<file path="config.mk">
export PLATFORM = sky130hd
export DESIGN_NAME = nn_input_sequencer
export DESIGN_NICKNAME = d
export VERILOG_FILES = /design/src/rtl/nn_pkg.sv /design/src/rtl/nn_pair_fifo.sv /design/src/rtl/nn_input_sequencer.sv
export SDC_FILE = /design/constraint.sdc
export NUM_CORES = 1
export LEC_CHECK = 0
export ABC_AREA = 1
export CAP_MARGIN = 15
export CORE_MARGIN = 5
export CORE_UTILIZATION = 35
export CTS_BUF_LIST = sky130_fd_sc_hd__clkbuf_8
export DETAILED_ROUTE_END_ITERATION = 8
export PLACE_DENSITY_LB_ADDON = 0.2
export SLEW_MARGIN = 10
export SYNTH_ARGS = -nofsm -noshare
export SYNTH_HDL_FRONTEND = slang
export SYNTH_HIERARCHICAL = 1
export SYNTH_SLANG_ARGS = --single-unit
</file>
<file path="constraint.sdc">
create_clock -name clk -period 5.53 [get_ports clk]
set_input_delay 0.553 -clock clk [delete_from_list [all_inputs] [get_ports clk]]
set_output_delay 0.553 -clock clk [all_outputs]
set_load 0.01 [all_outputs]
</file>
<file path="src/rtl/nn_pkg.sv">
// Shared definitions for the NN input sequencer: default operand width,
// sequencer FSM encodings, statistics counter width and a saturating increment.
package nn_pkg;

  localparam int NN_DATAWIDTH = 32;
  localparam int NN_STAT_W    = 16;

  typedef enum logic [1:0] {
    NN_SEQ_IDLE  = 2'd0,
    NN_SEQ_ISSUE = 2'd1,
    NN_SEQ_WAIT  = 2'd2,
    NN_SEQ_DONE  = 2'd3
  } nn_seq_state_e;

  function automatic logic [NN_STAT_W-1:0] nn_sat_inc(
    input logic [NN_STAT_W-1:0] v
  );
    return (&v) ? v : v + 1'b1;
  endfunction

endpackage

</file>
<file path="src/rtl/nn_pair_fifo.sv">
// Operand-pair FIFO storing {a,b}; pointers carry a wrap bit for full/empty.
// Ports: clk_i, reset_i, push_i/a_i/b_i, pop_i, a_o/b_o (head), full_o, empty_o.
module nn_pair_fifo #(
  parameter int DATAWIDTH  = 32,
  parameter int FIFO_DEPTH = 4
) (
  input  logic                 clk_i,
  input  logic                 reset_i,
  input  logic                 push_i,
  input  logic [DATAWIDTH-1:0] a_i,
  input  logic [DATAWIDTH-1:0] b_i,
  input  logic                 pop_i,
  output logic [DATAWIDTH-1:0] a_o,
  output logic [DATAWIDTH-1:0] b_o,
  output logic                 full_o,
  output logic                 empty_o
);

  localparam int AW = $clog2(FIFO_DEPTH);

  logic [AW:0]            wr_q, rd_q;
  logic [2*DATAWIDTH-1:0] mem_q [FIFO_DEPTH];
  logic                   do_push, do_pop;

  assign empty_o = (wr_q == rd_q);
  assign full_o  = (wr_q[AW] != rd_q[AW]) &&
                   (wr_q[AW-1:0] == rd_q[AW-1:0]);
  assign do_push = push_i && !full_o;
  assign do_pop  = pop_i && !empty_o;

  assign {a_o, b_o} = mem_q[rd_q[AW-1:0]];

  always_ff @(posedge clk_i) begin
    if (reset_i) begin
      wr_q <= '0;
      rd_q <= '0;
    end else begin
      if (do_push) wr_q <= wr_q + 1'b1;
      if (do_pop)  rd_q <= rd_q + 1'b1;
    end
  end

  always_ff @(posedge clk_i) begin
    if (do_push) mem_q[wr_q[AW-1:0]] <= {a_i, b_i};
  end

endmodule

</file>
<file path="src/rtl/nn_input_sequencer.sv">
// Feeds operand pairs from a FIFO into NN, holds enable for the compute window
// and captures the result behind a valid/ready handshake. Ports: in_* stream,
// nn_* to/from NN, res_* result stream, busy, stat_* (live with NN_SEQ_STATS_EN).
module nn_input_sequencer
  import nn_pkg::*;
#(
  parameter int DATAWIDTH  = NN_DATAWIDTH,
  parameter int FIFO_DEPTH = 4,
  parameter int NN_LATENCY = 12
) (
  input  logic                 clk,
  input  logic                 reset,
  input  logic                 in_valid,
  output logic                 in_ready,
  input  logic [DATAWIDTH-1:0] in_a,
  input  logic [DATAWIDTH-1:0] in_b,
  output logic [DATAWIDTH-1:0] nn_input_1,
  output logic [DATAWIDTH-1:0] nn_input_2,
  output logic                 nn_enable,
  output logic                 nn_resetn,
  input  logic [DATAWIDTH-1:0] nn_final_output,
  input  logic                 nn_total_ovf,
  input  logic                 nn_total_zero,
  output logic                 res_valid,
  input  logic                 res_ready,
  output logic [DATAWIDTH-1:0] res_data,
  output logic                 res_ovf,
  output logic                 res_zero,
  output logic                 busy,
  output logic [NN_STAT_W-1:0] stat_done,
  output logic [NN_STAT_W-1:0] stat_ovf,
  output logic [NN_STAT_W-1:0] stat_zero
);

  localparam int CW = $clog2(NN_LATENCY + 1);
  localparam logic [CW-1:0] CNT_LOAD = CW'(NN_LATENCY - 2);

  nn_seq_state_e          state_q;
  logic [CW-1:0]          cnt_q;
  logic [DATAWIDTH-1:0]   in1_q, in2_q, res_data_q;
  logic                   en_q, resetn_q;
  logic                   res_valid_q, res_ovf_q, res_zero_q;
  logic [DATAWIDTH-1:0]   head_a, head_b;
  logic                   full, empty, pop, res_hs;

  assign res_hs = res_valid_q && res_ready;

  // DONE pops on the handshake cycle so the next pair issues with no bubble
  assign pop = !empty && ((state_q == NN_SEQ_IDLE) ||
                          (state_q == NN_SEQ_DONE && res_hs));

  nn_pair_fifo #(
    .DATAWIDTH (DATAWIDTH),
    .FIFO_DEPTH(FIFO_DEPTH)
  ) u_fifo (
    .clk_i  (clk),
    .reset_i(reset),
    .push_i (in_valid),
    .a_i    (in_a),
    .b_i    (in_b),
    .pop_i  (pop),
    .a_o    (head_a),
    .b_o    (head_b),
    .full_o (full),
    .empty_o(empty)
  );

  always_ff @(posedge clk) begin
    if (reset) begin
      state_q     <= NN_SEQ_IDLE;
      cnt_q       <= '0;
      in1_q       <= '0;
      in2_q       <= '0;
      en_q        <= 1'b0;
      res_valid_q <= 1'b0;
      res_data_q  <= '0;
      res_ovf_q   <= 1'b0;
      res_zero_q  <= 1'b0;
    end else begin
      unique case (state_q)
        NN_SEQ_IDLE: begin
          if (pop) begin
            in1_q   <= head_a;
            in2_q   <= head_b;
            en_q    <= 1'b1;
            state_q <= NN_SEQ_ISSUE;
          end
        end
        NN_SEQ_ISSUE: begin
          cnt_q   <= CNT_LOAD;
          state_q <= NN_SEQ_WAIT;
        end
        NN_SEQ_WAIT: begin
          if (cnt_q == '0) begin
            res_data_q  <= nn_final_output;
            res_ovf_q   <= nn_total_ovf;
            res_zero_q  <= nn_total_zero;
            res_valid_q <= 1'b1;
            en_q        <= 1'b0;
            state_q     <= NN_SEQ_DONE;
          end else begin
            cnt_q <= cnt_q - 1'b1;
          end
        end
        NN_SEQ_DONE: begin
          if (res_hs) begin
            res_valid_q <= 1'b0;
            if (pop) begin
              in1_q   <= head_a;
              in2_q   <= head_b;
              en_q    <= 1'b1;
              state_q <= NN_SEQ_ISSUE;
            end else begin
              state_q <= NN_SEQ_IDLE;
            end
          end
        end
        default: state_q <= NN_SEQ_IDLE;
      endcase
    end
  end

  always_ff @(posedge clk) begin
    resetn_q <= ~reset;
  end

  assign in_ready   = !full;
  assign nn_input_1 = in1_q;
  assign nn_input_2 = in2_q;
  assign nn_enable  = en_q;
  assign nn_resetn  = resetn_q;
  assign res_valid  = res_valid_q;
  assign res_data   = res_data_q;
  assign res_ovf    = res_ovf_q;
  assign res_zero   = res_zero_q;
  assign busy       = (state_q != NN_SEQ_IDLE) || !empty;

`ifdef NN_SEQ_STATS_EN
  logic [NN_STAT_W-1:0] stat_done_q, stat_ovf_q, stat_zero_q;

  always_ff @(posedge clk) begin
    if (reset) begin
      stat_done_q <= '0;
      stat_ovf_q  <= '0;
      stat_zero_q <= '0;
    end else if (res_hs) begin
      stat_done_q <= nn_sat_inc(stat_done_q);
      if (res_ovf_q)  stat_ovf_q  <= nn_sat_inc(stat_ovf_q);
      if (res_zero_q) stat_zero_q <= nn_sat_inc(stat_zero_q);
    end
  end

  assign stat_done = stat_done_q;
  assign stat_ovf  = stat_ovf_q;
  assign stat_zero = stat_zero_q;
`else
  assign stat_done = '0;
  assign stat_ovf  = '0;
  assign stat_zero = '0;
`endif

endmodule

</file>
Word level (Yosys, flattened, before mapping)
Memories as Yosys holds them, arrays and structs flattened. A register that Yosys moved wholly into a read port is not among the register bits.
Index checks and enable logic that the tools add are counted.

word-level totals
  bits in registers = 113
  latch bits = 0
  RAM bits = 256
  memory bits (read-only) = 0
  bits of input ports = 102
  output and inout port bits = 151
  word-level logic and storage cells = 74
  memories kept = 1

memory list
  memory        words  bits a word  rd ports  clocked after Yosys merged registers in  write ports  RTL line            text
  u_fifo.mem_q  4      64           1         1                                        1            nn_pair_fifo.sv:22  logic [2*DATAWIDTH-1:0] mem_q [FIFO_DEPTH];

operators by class
  add/sub/neg operators = 3
  multipliers = 0
  divide/modulo/power cells = 0
  order comparisons = 0
  equal/unequal tests = 10
  shifts and indexed selects = 0
  mux-type cells = 24
  bitwise gates (word level) = 1
  reductions and logical operators = 23

operators with widths
  operator                                          count
  two-way mux 32 bit                                4
  case mux 32 bit (2 select lines)                  2
  two-way mux 2 bit                                 5
  AND reduction 3 bit                               3
  two-way mux 1 bit                                 8
  case mux 2 bit (4 select lines)                   1
  case mux 4 bit (2 select lines)                   1
  nonzero test 2 bit                                4
  adder 3 x 1 -> 3 bit, second input constant       2
  logical AND 1 bit                                 6
  inequality test 2 bit, second input constant      3
  AND reduction 2 bit                               3
  == test 2 bit, second input constant              2
  logical NOT 4 bit                                 1
  two-way mux 4 bit                                 1
  subtractor 4 x 1 -> 4 bit, second input constant  1
  == test 3 bit                                     1
  case mux 1 bit (3 select lines)                   1
  nonzero test 3 bit                                1
  == test 2 x 1 -> 1 bit, second input constant     1
  == test 2 bit                                     1
  logical NOT 1 bit                                 2
  logical NOT 2 bit                                 1
  logical OR 1 bit                                  2
  other kinds (4)                                   4

Longest topological paths before layout
  depth in word-level cells = 7
  gate-level depth with buffers = 13
  mapped depth without buffers = 13

By module
Netlist, hierarchy kept.

by module, submodules not included
  module              instances  cells an instance  area an instance (um2)
  nn_pair_fifo        1          695                9983.3
  nn_input_sequencer  1          549                4356.7

Worst setup path after synthesis
Ideal clock, no wire load.

  path type = flip-flop to flip-flop
  start point = register u_fifo.wr_q[0]
  end point = memory u_fifo/mem_q[0][0] (netlist name), enable pin
  setup time = 0.486 ns
  arrival time = 3.500 ns
  required time = 5.044 ns
  setup slack = 1.543 ns
  cell stages (with the launch flop) = 7
  path buffers = 0
  clock period less this slack = 3.987 ns
  cells stage by stage = dfxtp_1 -> inv_1 -> nand2_1 -> nand2_1 -> nand3_2 -> nand2_1 -> nor2_1

between the ends
  word-level cells in the longest chain between the ends = 6

ends and longest elaborated chain
  element                                  RTL line            text
  start: declaration                       nn_pair_fifo.sv:21  logic [AW:0] wr_q, rd_q;
  start signal: assignment                 nn_pair_fifo.sv:38  if (do_push) wr_q <= wr_q + 1'b1;
  == test 2 bit                            nn_pair_fifo.sv:27  (wr_q[AW-1:0] == rd_q[AW-1:0]);
  logical AND 1 bit                        nn_pair_fifo.sv:26  assign full_o = (wr_q[AW] != rd_q[AW]) &&
  logical NOT 1 bit                        nn_pair_fifo.sv:28  assign do_push = push_i && !full_o;
  logical AND 1 bit                        nn_pair_fifo.sv:28
  two-way mux 1 bit                        nn_pair_fifo.sv:44  if (do_push) mem_q[wr_q[AW-1:0]] <= {a_i, b_i};
  two-way mux 1 bit (not written as such)  nn_pair_fifo.sv:44
  end: declaration                         nn_pair_fifo.sv:22

Parallel ways exist; a longest one is shown, timed or not.

Worst setup path after layout
  start point = register u_fifo.wr_q[0]
  end point = output busy

between the ends
  word-level cells in the longest chain between the ends = 3

ends and longest elaborated chain
  element            RTL line                   text
  == test 3 bit      nn_pair_fifo.sv:25         assign empty_o = (wr_q == rd_q);
  net empty          nn_input_sequencer.sv:44   logic full, empty, pop, res_hs;
  logical NOT 1 bit  nn_input_sequencer.sv:136  assign busy = (state_q != NN_SEQ_IDLE) || !empty;
  logical OR 1 bit   nn_input_sequencer.sv:136
  end: declaration   nn_input_sequencer.sv:29   output logic busy,

The timed path passes the listed nets, and every way through them passes these cells.

==> impl_metrics.toml <==
[floorplanning]
die_x_um = 212
coreArea_um2 = 40600
row_count = 74
dieArea_um2 = 45100
initial_core_util_pct = 35.3
io_pins = 253
die_h_um = 212

[worst_setup_path]
cp_num_buf_inv = 3
cp_top_family = "buffers and inverters"
slowest_stage = "clkdlybuf4s50_1"
critPathArrivalTime_ns = 2.36
start_kind = "flop"
path_max_fanout = 7
required_ns = 4.98
cp_slowest_stage_delay_ns = 0.59
crit_path_end_kind = "primary output"
path_cells = "inv_1 > nand2_1 > nand2_1 > nand3_1 > inv_1 > nand2_1 > clkdlybuf4s50_1"
crit_type = "reg2out"
cp_common_cell = "nand2_1"
r2r_slack_ns = 2.66

[synthesis]
synthesis.area_um2 = 14300
syn-mean-instance-area_um2 = 11.5
yosysWarnings = 6
synthCells = 1244
ys_ff_latch = 371
yosysSeqAreaShare_pct = 69.7
synth.distinct_cells = 28

[job]
drv_cap = 0

[detailed_routing]
wl_per_cell_um = 17.5
viasPerCell = 4.67
totalWireLength_mm = 35.6
drtIter0Drc = 518
first_pass_iters = 6
antenna_left = 0
drc = 0
vias = 9535

[timing]
fmax_mhz = 344
finalHoldViolations = 0
max_slew_margin_pct = 29.6
drv_slew = 0
clock_skew_ns = 0.0257
rsz0062_at_grt = "false"
tightest_slew_ns = 1.06
fin_crit_ns = 2.91
fin_crit_sh_pct = 52.6
setup_violations = 0
tns_ns = 0

[cells_and_area]
drive_gt1_share_pct = 9.23
fillers = 3868
synthToLayoutAreaGrowth_pct = 24.2
layout.nets = 1568
fin_util_pct = 43.8

[clocking]
clock_latency_ns = 0.59
cts_setup_buffers = 0
cts_root_buffer = "clkbuf_8"
cts_sinks = 371
h-tree-depth = 3
cts_tree = "done"
cts_made_buffers = 66
postCtsHoldBufs = 0
cts-resized-gates = 0
clock_path_buffers = 3
clk_pin_slew_ns = 0.06

[power_and_ir_drop]
max-vdd-ir-drop_mv = 0.222
p_leak_nw = 6.50
power.density_nw_per_um2 = 504

[global_route]
gr-usage-all-layers_pct = 15.4
grt_pass1_wl_mm = 54.4
grt_max_degree = 86
overflow = 0
grt_pass1_vias = 9427
grt_antenna_before_repair = 4

[placed_design]
gp_congestion = 0.783
port_buffers = 204
dp_hpwl_mm = 20.4

[run_status]
outcome = "finished clean"

[min_path]
hold_class = "reg2reg"
## cells in the mapped netlist, drive strengths merged
cell / instances / area share (%)
nand2: 37 / 1.0
edfxtp: 256 / 54
a211oi: 1 / 0.052
clkbuf: 26 / 0.71
a21oi: 13 / 0.45
o21bai: 1 / 0.052
o22ai: 64 / 2.8
ha: 12 / 1.0
clkinv: 1 / 0.026
o21ai: 232 / 8.4
nand3: 13 / 0.49
buf: 93 / 5.1
nor3: 1 / 0.035
dfxtp: 115 / 16
conb: 1 / 0.026
inv: 34 / 0.92
nor2: 344 / 9.3
## layout by cell type, fill, tap and decap left out, drive strengths merged
cell type and instances:
nor2 344, edfxtp 256, o21ai 232, clkdlybuf4s50 204, dfxtp 115, clkbuf 76
o22ai 64, inv 52, conb 48, nand2 37, clkinv 22, a21oi 13
nand3 13, ha 12, buf 10, clkinvlp 3, diode 2, bufinv 2
a211oi 1, o21bai 1, nor3 1
## sequential cells by signal (all words and copies together), names as in the netlist, 2 cells and up, named ones only
| register | flops |
|---|---|
| res_data | 32 |
| state_q | 2 |
| u_fifo/mem_q | 256 |
| u_fifo/wr_q | 3 |
| cnt_q | 4 |
| nn_input_2 | 32 |
| nn_input_1 | 32 |
| u_fifo/rd_q | 3 |
## path summary, 6_finish.rpt
path,from,end,depth (start not counted)
worst max-delay path,u_fifo/wr_q[0],busy,7
worst min-delay path,cnt_q[0],cnt_q[0],1
worst max register to register,u_fifo/wr_q[0],nn_input_2[19],10
worst min register to register,cnt_q[0],cnt_q[0],1
## final cells by class
cell class	count	area, um2	area share [%]
inverter	35	139	0.780
tap	532	666	3.74
clock inverter	44	245	1.38
timing repair buffer	214	2130	12.0
multi-input combinational	766	3580	20.1
clock buffer	76	1050	5.87
sequential	371	9990	56.1
antenna	2	5.00	0.0281
## power breakdown
| group | internal (mW) | total, mW | switching, mW |
|---|---|---|---|
| clock | 1.35 | 2.46 | 1.10 |
| combinational | 1.15 | 2.84 | 1.69 |
| sequential | 3.43 | 3.69 | 0.253 |
| total | 5.94 | 8.98 | 3.04 |
## metrics by stage
stage	setup slack, ns	total power [mW]	area [um2]	std cells	hold slack [ns]
2_1_floorplan	1.54	5.49	14500	1291	0.426
3_3_place_gp	2.44	6.60	16500	1917	0.443
3_5_place_dp	2.44	6.62	16500	1917	0.462
4_1_cts	2.55	9.13	17800	2037	0.477
5_1_grt	2.30	9.60	17800	2039	0.492
6_report	2.62	8.98	17800	2040	0.474
## per-layer routing
metal / global-route usage (%) / vias to the layer above / wire length (um)
met2: 24.9 / 286 / 16500
li1: - / 4680 / -
met4: 4.35 / 4 / 523
met1: 20.5 / 4513 / 16000
met5: 0 / - / 25
met3: 4.43 / 52 / 2580
## cells by family after synthesis
family / share of synthesized area [%]
flops: 69.7
compound gates: 11.7
fa+ha+maj: 1.05
buf+inv: 6.73
other cells: 0.0262
simple gates: 10.8
(Power assumes the default switching activity.)
